**config.mk**
```make
export PLATFORM = sky130hd
export DESIGN_NAME = lcd_bus_writer_flat
export DESIGN_NICKNAME = d
export VERILOG_FILES = /design/src/rtl/lcd_bus_writer_if.sv /design/src/rtl/lcd_bus_writer.sv /design/src/flat_wrapper.sv
export SDC_FILE = /design/constraint.sdc
export NUM_CORES = 1
export LEC_CHECK = 0
export CORE_MARGIN = 4
export CORE_UTILIZATION = 44
export CTS_CLUSTER_SIZE = 24
export DETAILED_ROUTE_END_ITERATION = 8
export PLACE_DENSITY = 0.77
export SLEW_MARGIN = 10
export SYNTH_ARGS = -nofsm -noshare
export SYNTH_HDL_FRONTEND = slang
export SYNTH_SLANG_ARGS = --single-unit
```
**constraint.sdc**
```tcl
create_clock -name clk -period 2.35 [get_ports clk]
set_input_delay 0.47 -clock clk [delete_from_list [all_inputs] [get_ports clk]]
set_output_delay 0.47 -clock clk [all_outputs]
set_load 0.005 [all_outputs]
```
**src/rtl/lcd_bus_writer_if.sv**
```systemverilog
// rtl/lcd_bus_writer_if.sv - upstream beat handshake between the lookup stage and the LCD bus writer
interface lcd_bus_writer_if;
  logic       in_valid;
  logic [7:0] in_data;
  logic       in_dcx;
  logic       in_pause;
  logic       in_last;
  logic       in_ready;

  modport master (
    output in_valid, in_data, in_dcx, in_pause, in_last,
    input  in_ready
  );

  modport slave (
    input  in_valid, in_data, in_dcx, in_pause, in_last,
    output in_ready
  );
endinterface

```
**src/rtl/lcd_bus_writer.sv**
```systemverilog
// rtl/lcd_bus_writer.sv - paced 8080-style LCD write bus driver; optional strobe counter under LCD_BUS_STATS_EN
module lcd_bus_writer #(
  parameter int SETUP_CYC   = 1,
  parameter int WR_LOW_CYC  = 2,
  parameter int WR_HIGH_CYC = 2
) (
  input  logic             clk,
  input  logic             nrst,
  lcd_bus_writer_if.slave  up,
  output logic [7:0]       lcd_d,
  output logic             lcd_dcx,
  output logic             lcd_wrx,
  output logic             lcd_csx,
  output logic             lcd_rdx,
  output logic             busy,
  output logic             frame_done,
  output logic [15:0]      write_count
);

  localparam logic [1:0] IDLE    = 2'd0;
  localparam logic [1:0] SETUP   = 2'd1;
  localparam logic [1:0] WR_LOW  = 2'd2;
  localparam logic [1:0] WR_HIGH = 2'd3;

  logic [1:0] state;
  logic [7:0] cnt;
  logic       accept;
  logic       last_accept;
  logic       strobe_done;

  assign up.in_ready   = (state == IDLE);
  assign busy          = (state != IDLE);
  assign lcd_rdx       = 1'b1;
  assign accept        = up.in_valid && (state == IDLE);
  assign last_accept   = accept && up.in_last;
  assign strobe_done   = (state == WR_LOW) && (cnt == 8'd0);

  always_ff @(posedge clk) begin
    if (!nrst) begin
      state      <= IDLE;
      cnt        <= 8'd0;
      lcd_d      <= 8'h00;
      lcd_dcx    <= 1'b0;
      lcd_wrx    <= 1'b1;
      lcd_csx    <= 1'b1;
      frame_done <= 1'b0;
    end else begin
      frame_done <= 1'b0;
      case (state)
        IDLE: begin
          if (last_accept) begin
            lcd_csx    <= 1'b1;
            frame_done <= 1'b1;
          end else if (accept && up.in_pause) begin
            lcd_csx <= 1'b1;
          end else if (accept) begin
            lcd_d   <= up.in_data;
            lcd_dcx <= up.in_dcx;
            lcd_csx <= 1'b0;
            cnt     <= 8'(SETUP_CYC - 1);
            state   <= SETUP;
          end
        end
        SETUP: begin
          if (cnt == 8'd0) begin
            lcd_wrx <= 1'b0;
            cnt     <= 8'(WR_LOW_CYC - 1);
            state   <= WR_LOW;
          end else begin
            cnt <= cnt - 8'd1;
          end
        end
        WR_LOW: begin
          // Rising WRX here is the panel's latch point; data is still held.
          if (strobe_done) begin
            lcd_wrx <= 1'b1;
            cnt     <= 8'(WR_HIGH_CYC - 1);
            state   <= WR_HIGH;
          end else begin
            cnt <= cnt - 8'd1;
          end
        end
        default: begin
          if (cnt == 8'd0) begin
            state <= IDLE;
          end else begin
            cnt <= cnt - 8'd1;
          end
        end
      endcase
    end
  end

`ifdef LCD_BUS_STATS_EN
  logic [15:0] strobe_cnt;

  // Clear is taken on the last-beat edge so it lines up with the frame_done pulse.
  always_ff @(posedge clk) begin
    if (!nrst) begin
      strobe_cnt <= 16'h0000;
    end else if (last_accept) begin
      strobe_cnt <= 16'h0000;
    end else if (strobe_done) begin
      strobe_cnt <= strobe_cnt + 16'd1;
    end
  end

  assign write_count = strobe_cnt;
`else
  assign write_count = 16'h0000;
`endif

endmodule

```
**src/flat_wrapper.sv**
```systemverilog
// flat-port wrapper written by rule: the top's interface ports become plain ports
module lcd_bus_writer_flat 
#(
  parameter int SETUP_CYC   = 1,
  parameter int WR_LOW_CYC  = 2,
  parameter int WR_HIGH_CYC = 2
)
  (clk, nrst, lcd_d, lcd_dcx, lcd_wrx, lcd_csx, lcd_rdx, busy, frame_done, write_count, up_in_valid, up_in_data, up_in_dcx, up_in_pause, up_in_last, up_in_ready);
  lcd_bus_writer_if up_i ();
  input  logic clk;
  input  logic nrst;
  output logic [7:0] lcd_d;
  output logic lcd_dcx;
  output logic lcd_wrx;
  output logic lcd_csx;
  output logic lcd_rdx;
  output logic busy;
  output logic frame_done;
  output logic [15:0] write_count;
  input wire logic [$bits(up_i.in_valid)-1:0] up_in_valid;
  input wire logic [$bits(up_i.in_data)-1:0] up_in_data;
  input wire logic [$bits(up_i.in_dcx)-1:0] up_in_dcx;
  input wire logic [$bits(up_i.in_pause)-1:0] up_in_pause;
  input wire logic [$bits(up_i.in_last)-1:0] up_in_last;
  output wire logic [$bits(up_i.in_ready)-1:0] up_in_ready;
  assign up_i.in_valid = up_in_valid;
  assign up_i.in_data = up_in_data;
  assign up_i.in_dcx = up_in_dcx;
  assign up_i.in_pause = up_in_pause;
  assign up_i.in_last = up_in_last;
  assign up_in_ready = up_i.in_ready;
  lcd_bus_writer #(.SETUP_CYC(SETUP_CYC), .WR_LOW_CYC(WR_LOW_CYC), .WR_HIGH_CYC(WR_HIGH_CYC)) u_core (.clk(clk), .nrst(nrst), .up(up_i), .lcd_d(lcd_d), .lcd_dcx(lcd_dcx), .lcd_wrx(lcd_wrx), .lcd_csx(lcd_csx), .lcd_rdx(lcd_rdx), .busy(busy), .frame_done(frame_done), .write_count(write_count));
endmodule
```
==> reports/results.env <==
CTS_MAX_LEVEL=1
DRTANTENNAVIOLNETS=0
START_KIND='flip-flop'
GRT_START_MAX_NET_PINS=13
WORST_HOLD_SLACK_PS=471
WORST_PIN_SLEW_PS=503
SYNTH_CELLS=148
FIN_SKEW_PS=3.91
DRT_ITER0_MARKERS=16
VIASPERCELL=5.21
DIE_X_UM=61.4
ANTENNA_FOUND_INITIAL=0
ROUTED-VIA-COUNT=1089
PERIOD_MINUS_SLACK_PS=2180
POST-CTS-SETUP-BUFFERS=0
FIN_NETS=199
PLACEMENT_ROWS=19
TOTAL_ROUTED_LENGTH_UM=2660
FLOORPLAN.DIE_AREA_MM2=0.00377
NETLIST.TOP_CELL.BY_AREA='dfxtp_1'
SYNTHARSTFLOPSHARE_PCT=0
NETLIST_TOP_CELLS_AREA='dfxtp_1 (35%), buf_4 (10%), a21oi_1 (7.6%), nand2_1 (6.9%), ha_1 (6.0%)'
CTS_TREE='done'
MOSTFREQUENTLAYOUTCELL='clkdlybuf4s50_1'
FINAL_HOLD_VIOL_COUNT=0
DRC=0
SYNTH_EDF_COUNT=0
YOSYS_REGISTER_BITS=22
MOST-COMMON-LAYOUT-CELLS='clkdlybuf4s50_1 (27), nand2_1 (23), dfxtp_1 (22)'
OUTCOME='finished clean'
SEQUENTIAL_ELEMENT_SHARE_OF_THE_SYNTHESIZED_AREA_PCT=35.1
ANTENNA-DIODE-COUNT=0
AREA_GROWTH_FROM_SYNTHESIS_TO_FINAL_LAYOUT_PCT=23.0
CLOCK_SINKS=22
FILLER_CELL_COUNT=252
TOTAL_CTS_BUFFERS=3
GLOBAL_ROUTE.OVERFLOW_TOTAL=0
FLOORPLAN_CORE_AREA_MM2=0.00273
DIE-HEIGHT_UM=61.4
IOS=45
LEAKAGEPOWER_nW=0.610
TIMING.CRITICAL_PATH.SLOWEST_CELL_DELAY_PS=510
TOTALPOWERFINAL_mW=1.70
CRIT_FANOUT=8
INSERTION_DELAY_PS=300
PATH_CELLS='inv_1 > ha_1 > inv_2 > clkdlybuf4s50_1'
SYNTH-WARNING-COUNT=0
END_KIND='primary output'
YOSYS.CELL_TYPES.COUNT=37
POWER_DENSITY_mW_PER_MM2=1100
SETUP-VIOLATIONS-FINAL=0
SYNTHESIS.AREA_MM2=0.00126
MAXCLOCKFREQUENCY_GHz=0.458
MAXSLEWHEADROOM_PCT=66.2
SYNTH_FLOP_CELL='dfxtp_1'
SETUP_TNS_FINAL_PS=0
CTS_HOLD_BUF=0
WORST-ENDPOINT-ARRIVAL_PS=1710
POST_ROUTE_CELLS_DRIVE_ABOVE_1_SHARE_PCT=10.7
PLACE_CONGESTION=0.874
GRT_PASS1_VIAS=1066
HOLD_CLASS='reg2reg'
GRT_FIRST_PASS_WIRELENGTH_UM=4290
PORT-BUFFER-COUNT=27
AVGROUTEDWIREPERCELL_UM=12.7
INITIAL_CORE_UTIL_PCT=45.9
CPMAXSTAGEDELAYCELL='clkdlybuf4s50_1'
RSZ_0062_RAISED_AFTER_GLOBAL_ROUTING='no'
CAP_VIOLATIONS=0
DP_HPWL_UM=2190
CTS.PATH.MAX_BUFFERS=2
FINAL_CYCLE_SHARE_PCT=92.9
WORST_EP_REQUIRED_TIME_PS=1880
GRT_UTIL_ALL_LAYERS_PCT=15.2
FINALMAXSLEWVIOLATIONS=0
SYNTH.TOP_CELL.AREA_SHARE_PCT=35.1
PATH_CLASS='reg2out'
CLK_ROOT_BUFFER_CELL='clkbuf_4'
DETAILEDROUTE.FIRSTPASSITERATIONCOUNT=4
MAX-VDD-IR-DROP_mV=0.657
SYN-MEAN-INSTANCE-AREA_UM2=8.49
CLK_TRANSITION_REPORTED_PATHS_PS=120
## per-stage QoR
step	instance area [µm²]	setup WS, ps	util [%]	instances
final	1550	167	56.5	209
after global routing	1550	27.1	56.5	209
after CTS	1550	80.0	56.5	209
after detailed placement	1510	224	55.2	205
after global placement	1510	286	55.2	205
after floorplan	1310	453	-	163
## cells in the mapped netlist, drive strengths merged, types with 2 or more instances
library cell / count
a21oi: 20
nand2b: 2
a211oi: 2
nand4: 2
o311a: 2
nand2: 23
inv: 10
dfxtp: 22
nor2: 5
nor3: 5
ha: 6
o41ai: 2
or4: 2
o31ai: 3
conb: 2
a31o: 2
nor3b: 2
clkbuf: 2
o21ai: 5
buf: 17
or3: 4
## report_power, final
group	leakage (nW)	total, mW	switching [mW]	internal, mW
combinational	0.409	0.966	0.533	0.432
clock	0.0210	0.207	0.112	0.0945
sequential	0.179	0.531	0.0784	0.453
total	0.610	1.70	0.724	0.980
## critical path, delay by kind of cell (launching register included)
family,cells,cell delay [ps]
flops,1,380
buf+inv,3,730
fa+ha+maj,1,300
## timing repair
item	4_1_cts	5_1_grt
setup endpoints to repair	0	1
resized for setup	0	1
hold endpoints to repair	0	0
## final timing paths
kind / slack (ps) / cells after the start / to / start
setup / recovery: 170 / 4 / busy / u_core.state[0]
hold / removal: 470 / 2 / u_core.lcd_d[4] / u_core.lcd_d[4]
setup reg to reg: 280 / 6 / u_core.cnt[6] / u_core.state[0]
hold reg to reg: 470 / 2 / u_core.lcd_d[4] / u_core.lcd_d[4]
## registers in the layout (all words and copies together), names as in the netlist
register           cells
u_core.lcd_dcx         1
u_core.lcd_d           8
u_core.lcd_wrx         1
u_core.state           2
u_core.frame_done      1
u_core.lcd_csx         1
u_core.cnt             8
## final cells by class
class	instances	area [µm²]	area share (%)
Clock buffer	4	36.3	2.35
Inverter	10	37.5	2.43
Multi-Input combinational cell	112	699	45.3
Sequential cell	22	440	28.5
Tap cell	31	38.8	2.51
Timing Repair Buffer	30	293	18.9
## per-layer routing
layer / part of all wire [%] / global-route usage, %
met2: 51 / 27.3
met3: 5.9 / 4.61
met4: 0.64 / 4.85
met5: 0 / 0
met1: 42 / 17.0
## kinds of logic after synthesis
logic type,share of synthesized area [%]
buffers and inverters,13.7
flip-flops,35.1
AND/OR/NAND/NOR,21.5
adder cells (fa/ha/maj),5.98
other,0.598
AO/OA/AOI/OAI,23.1
Power figures use the tool's default switching activity.
